==> config.mk <==
export PLATFORM = sky130hd
export DESIGN_NAME = mod_counter_updn
export DESIGN_NICKNAME = d
export VERILOG_FILES = /design/src/rtl/cnt_pkg.sv /design/src/rtl/cnt_step.sv /design/src/rtl/mod_counter_updn.sv
export SDC_FILE = /design/constraint.sdc
export NUM_CORES = 1
export LEC_CHECK = 0
export ABC_AREA = 1
export ABC_CLOCK_PERIOD_IN_PS = 1600
export BUFFER_PORTS_ARGS = -buffer_cell sky130_fd_sc_hd__buf_2
export CORE_AREA = 2 2 39 41
export CTS_BUF_LIST = sky130_fd_sc_hd__clkbuf_4
export DETAILED_ROUTE_END_ITERATION = 6
export DIE_AREA = 0 0 41 43
export GPL_TIMING_DRIVEN = 0
export PLACE_DENSITY = 0.56
export RECOVER_POWER = 100
export SYNTH_ARGS = -nofsm -noshare
export SYNTH_HDL_FRONTEND = slang
export SYNTH_SLANG_ARGS = --single-unit
==> constraint.sdc <==
create_clock -name clk -period 1.6 [get_ports clk]
set_input_delay 0.24 -clock clk [delete_from_list [all_inputs] [get_ports clk]]
set_output_delay 0.24 -clock clk [all_outputs]
set_load 0.05 [all_outputs]
==> src/rtl/cnt_pkg.sv <==
// Shared types and helpers for the modulo up/down counter family.
package cnt_pkg;

  typedef enum logic {CNT_WRAP = 1'b0, CNT_SAT = 1'b1} cnt_mode_e;

  localparam int CNT_MAX_WIDTH = 32;

  function automatic logic [CNT_MAX_WIDTH-1:0] bin2gray(input logic [CNT_MAX_WIDTH-1:0] b);
    return b ^ (b >> 1);
  endfunction

endpackage

==> src/rtl/cnt_step.sv <==
// Combinational next-count and range-limit detection for one counting step.
module cnt_step
  import cnt_pkg::*;
#(
  parameter int     WIDTH   = 3,
  parameter longint MODULUS = longint'(1) << WIDTH
) (
  input  logic [WIDTH-1:0] i_count,
  input  logic             i_up_dn,
  input  cnt_mode_e        i_mode,
  output logic [WIDTH-1:0] o_next,
  output logic             o_at_limit
);

  localparam logic [WIDTH-1:0] MAX_N = WIDTH'(MODULUS - 1);

  logic [WIDTH:0] w_ext;
  assign w_ext = {1'b0, i_count};

  always_comb begin
    o_at_limit = i_up_dn ? (i_count == MAX_N) : (i_count == '0);
    o_next     = i_up_dn ? WIDTH'(w_ext + 1'b1) : WIDTH'(w_ext - 1'b1);
    if (o_at_limit) begin
      // Saturate holds at the limit; wrap jumps to the opposite end.
      if (i_mode == CNT_SAT) o_next = i_count;
      else                   o_next = i_up_dn ? '0 : MAX_N;
    end
  end

endmodule

==> src/rtl/mod_counter_updn.sv <==
// Modulo-N up/down counter with clear, load, wrap/saturate mode and Gray output.
module mod_counter_updn
  import cnt_pkg::*;
#(
  parameter int     WIDTH     = 3,
  parameter longint MODULUS   = longint'(1) << WIDTH,
  parameter bit     SATURATE  = 1'b0,
  parameter longint RESET_VAL = 0
) (
  input  logic             clk,
  input  logic             rst_n,
  input  logic             en,
  input  logic             up_dn,
  input  logic             clear,
  input  logic             load,
  input  logic [WIDTH-1:0] load_val,
  output logic [WIDTH-1:0] count,
  output logic [WIDTH-1:0] count_gray,
  output logic             tc,
  output logic             wrap,
  output logic             sat,
  output logic             load_err
);

  if (WIDTH < 1 || WIDTH > CNT_MAX_WIDTH) begin : g_bad_width
    $fatal(1, "mod_counter_updn: WIDTH out of range");
  end
  if (MODULUS < 2) begin : g_bad_mod_lo
    $fatal(1, "mod_counter_updn: MODULUS must be >= 2");
  end
  if (MODULUS > (longint'(1) << WIDTH)) begin : g_bad_mod_hi
    $fatal(1, "mod_counter_updn: MODULUS exceeds 2**WIDTH");
  end
  if (RESET_VAL < 0 || RESET_VAL >= MODULUS) begin : g_bad_rst
    $fatal(1, "mod_counter_updn: RESET_VAL must be < MODULUS");
  end

  localparam cnt_mode_e        MODE  = SATURATE ? CNT_SAT : CNT_WRAP;
  localparam logic [WIDTH:0]   MOD_W = (WIDTH+1)'(MODULUS);
  localparam logic [WIDTH-1:0] RST_V = WIDTH'(RESET_VAL);
  localparam logic [WIDTH-1:0] RST_G = WIDTH'(bin2gray(CNT_MAX_WIDTH'(RST_V)));

  logic [WIDTH-1:0] r_count, r_gray;
  logic             r_wrap, r_sat, r_load_err;

  logic [WIDTH-1:0] w_next, w_count_d;
  logic             w_at_limit, w_wrap_d, w_sat_d, w_load_err_d;

  cnt_step #(.WIDTH(WIDTH), .MODULUS(MODULUS)) u_step (
    .i_count    (r_count),
    .i_up_dn    (up_dn),
    .i_mode     (MODE),
    .o_next     (w_next),
    .o_at_limit (w_at_limit)
  );

  // Priority: clear > load > en > hold (reset handled in the register stage).
  always_comb begin
    w_count_d    = r_count;
    w_wrap_d     = 1'b0;
    w_sat_d      = r_sat;
    w_load_err_d = 1'b0;
    if (clear) begin
      w_count_d = RST_V;
      w_sat_d   = 1'b0;
    end else if (load) begin
      if ({1'b0, load_val} < MOD_W) begin
        w_count_d = load_val;
        w_sat_d   = 1'b0;
      end else begin
        w_load_err_d = 1'b1;
      end
    end else if (en) begin
      w_count_d = w_next;
      w_wrap_d  = w_at_limit && (MODE == CNT_WRAP);
      w_sat_d   = w_at_limit && (MODE == CNT_SAT);
    end
  end

  always_ff @(posedge clk) begin
    if (!rst_n) begin
      r_count    <= RST_V;
      r_gray     <= RST_G;
      r_wrap     <= 1'b0;
      r_sat      <= 1'b0;
      r_load_err <= 1'b0;
    end else begin
      r_count    <= w_count_d;
      r_gray     <= WIDTH'(bin2gray(CNT_MAX_WIDTH'(w_count_d)));
      r_wrap     <= w_wrap_d;
      r_sat      <= w_sat_d;
      r_load_err <= w_load_err_d;
    end
  end

  assign count      = r_count;
  assign count_gray = r_gray;
  assign tc         = w_at_limit;
  assign wrap       = r_wrap;
  assign sat        = r_sat;
  assign load_err   = r_load_err;

endmodule

==> flow_metrics.env <==
export IMPL_p_int_mw=0.316
export IMPL_syn_area_sq_um=443
export IMPL_final_util=0.405
export IMPL_cp_required_ns=1.73
export IMPL_r2r_start="count[0]$_SDFF_PN0_"
export IMPL_p_comb_frac=0.324
export IMPL_cts_clk_slew_worst_paths_ns=0.05
export IMPL_synth_seq_cells=6
export IMPL_fin_nets=93
export IMPL_core_sq_um=1380
export IMPL_r2r_slack_ns=0.11
export IMPL_fin_crit_ns=1.49
export IMPL_grt_ovfl_total=0
export IMPL_antenna_found_initial=0
export IMPL_ys_warn_count=0
export IMPL_yosysUniqueCellTypes=18
export IMPL_slew_violations=0
export IMPL_postSynthAreaPerCell_sq_um=7.26
export IMPL_irDropWorstVdd_mv=0.447
export IMPL_power_leakage_nw=0.283
export IMPL_htreeDepth=1
export IMPL_ff2ff_path_depth=9
export IMPL_seqPwrFrac=0.339
export IMPL_crit_type="flip-flop to flip-flop"
export IMPL_synth_top_area_cell="dfxtp_1"
export IMPL_clkSinkCount=6
export IMPL_synthToLayoutAreaGrowth_pct=26.6
export IMPL_die_area_sq_um=1760
export IMPL_min_delay_worst_endpoint="count_gray[1]$_SDFF_PN0_"
export IMPL_design_area_sq_um=561
export IMPL_synthTopCellsByCount="9 x inv_1, 9 x nand2_1, 9 x nor2_1"
export IMPL_drt_iter0_markers=0
export IMPL_path_max_fanout=5
export IMPL_holdCritStartpoint="rst_n"
export IMPL_skew_ns=0.00491
export IMPL_fin_crit_sh=0.933
export IMPL_cts_root_buf="clkbuf_4"
export IMPL_yosysSeqAreaShare=0.271
export IMPL_setup_viol=0
export IMPL_rsz0062_at_grt="false"
export IMPL_layout_drive_gt1_share=0.402
export IMPL_status="finished clean"
export IMPL_drc_errors=0
export IMPL_dp_hpwl_um=690
export IMPL_fillCellCount=159
export IMPL_grt_usage=0.122
export IMPL_initial_core_util=0.320
export IMPL_clk_path_buf_depth=2
export IMPL_grt_max_degree=7
export IMPL_synth_edf_count=0
export IMPL_vias=406
export IMPL_r2r_end="count_gray[1]$_SDFF_PN0_"
export IMPL_p_per_area_nw_per_um2=875
export IMPL_clk_latency_ns=0.24
export IMPL_cap_violations=0
export IMPL_numCtsBuffers=3
export IMPL_fp_dieH_um=43
export IMPL_first_pass_iters=1
export IMPL_tns_ns=0
export IMPL_postCtsSetupBuffers=0
export IMPL_synthTopCellsByArea="dfxtp_1 27%, inv_1 7.6%, nand2_1 7.6%"
export IMPL_hold_path_depth=3
export IMPL_synthArstFlopShare=0
export IMPL_max_freq_mhz=670
export IMPL_ant_nets=0
export IMPL_netlist_area_leader_share=0.271
export IMPL_worst_slew_pin_slew_ns=0.595
export IMPL_pin_count=19
export IMPL_hp_class="input pin to flip-flop"
export IMPL_total_power_mw=0.490
export IMPL_power_switching_mw=0.174
export IMPL_place_area_sq_um=553
export IMPL_relSlewSlack=0.605
export IMPL_rows=14
export IMPL_arrival_ns=1.62
export IMPL_power_share_clock=0.337
export IMPL_die_x_um=41
export IMPL_grt_pass1_wl_mm=1.48
export IMPL_gp_congestion=0.628
export IMPL_cp_start_kind="flip-flop"
export IMPL_wl_per_cell_um=8.43
export IMPL_drt_total_wl_um=826
export IMPL_hold_viol_final=0
export IMPL_synth_cells=61
export IMPL_dp_worst_setup_slack_ns=0.119
export IMPL_synthFlopType="dfxtp_1"
export IMPL_worstSetupEndpointType="flip-flop"
export IMPL_cts_tree="built"
export IMPL_n_antenna_cell=0
export IMPL_worst_slack_ns=0.108
export IMPL_port_buffers=16
export IMPL_ctsResizeCount=0
export IMPL_viasPerCell=4.14
export IMPL_cts_hold_buffers=0
export IMPL_swShare=0.355
export IMPL_grt_pass1_vias=390
==> routing by layer <==
layer / GRT usage / vias to the layer above / routed length (um)
li1: - / 220 / -
met4: 0.0600 / 0 / 17
met3: 0.0157 / 2 / 54
met2: 0.194 / 16 / 365
met5: 0 / - / 0
met1: 0.153 / 168 / 389
==> layout make-up <==
| cell class | instances | area, sq um | share of cell area |
|---|---|---|---|
| Multi-Input combinational cell | 43 | 253 | 0.451 |
| Tap cell | 16 | 20.0 | 0.0357 |
| Sequential cell | 6 | 126 | 0.225 |
| Clock buffer | 4 | 30.0 | 0.0536 |
| Inverter | 10 | 37.5 | 0.0670 |
| Timing Repair Buffer | 16 | 71.3 | 0.127 |
| Buffer | 3 | 22.5 | 0.0402 |
==> worst max-delay path by stage <==
| stage | cells after the start | slack (ns) | to | start |
|---|---|---|---|---|
| 6_report | 9 | 0.11 | count_gray[1]$_SDFF_PN0_ | count[0]$_SDFF_PN0_ |
| 5_1_grt | 10 | 0.02 | count_gray[1]$_SDFF_PN0_ | count[0]$_SDFF_PN0_ |
| 4_1_cts | 9 | 0.10 | count_gray[0]$_SDFF_PN0_ | count[0]$_SDFF_PN0_ |
| 3_5_place_dp | 9 | 0.12 | count_gray[0]$_SDFF_PN0_ | count[0]$_SDFF_PN0_ |
| 3_3_place_gp | 9 | 0.13 | count_gray[0]$_SDFF_PN0_ | count[0]$_SDFF_PN0_ |
| 2_1_floorplan | 9 | 0.02 | count_gray[0]$_SDFF_PN0_ | count[1]$_SDFF_PN0_ |
==> flip-flops by register name, indices dropped and copies added (netlist names) <==
register    flops
wrap            1
count_gray      2
count           3
==> stage by stage <==
stage | std cells | hold slack (ns)
floorplan | 62 | 0.375
global placement | 94 | 0.513
detailed placement | 94 | 0.510
CTS | 98 | 0.260
global route | 98 | 0.280
finish | 98 | 0.271
==> power groups by stage <==
stage,combinational [mW],sequential (mW),clock (mW)
floorplan,0.100,0.200,0
global placement,0.166,0.169,0
detailed placement,0.167,0.169,0
CTS,0.168,0.166,0.172
global route,0.176,0.168,0.176
finish,0.159,0.166,0.165
==> worst max-delay path, stage by stage, from the launching register on <==
cell	delay [ns]
dfxtp_4	0.37
inv_1	0.06
fa_1	0.52
nand2_2	0.06
nand2_2	0.06
nand2_2	0.06
nand2_4	0.08
nand2_1	0.06
nand2_1	0.08
nor2_2	0.03
==> placed cells by master, fill, tap and decap left out, drive strengths merged, types with 2 or more instances in the layout <==
cell | Yosys | layout
buf | 3 | 11
nor2 | 16 | 16
a21oi | 3 | 3
nand2 | 15 | 15
conb | 1 | 2
inv | 10 | 10
dfxtp | 6 | 6
nand3 | 3 | 3
clkbuf | 0 | 12
==> kinds of logic after synthesis <==
kind of cell | after synthesis | synth area share
and+or+nand+nor | 35 | 0.438
buffers and inverters | 13 | 0.136
DFF | 6 | 0.271
AOI/OAI and AO/OA | 4 | 0.0819
xor gates and xnor gates | 1 | 0.0198
adders and majority gates | 1 | 0.0452
other | 1 | 0.00847
(Power assumes the default switching activity.)
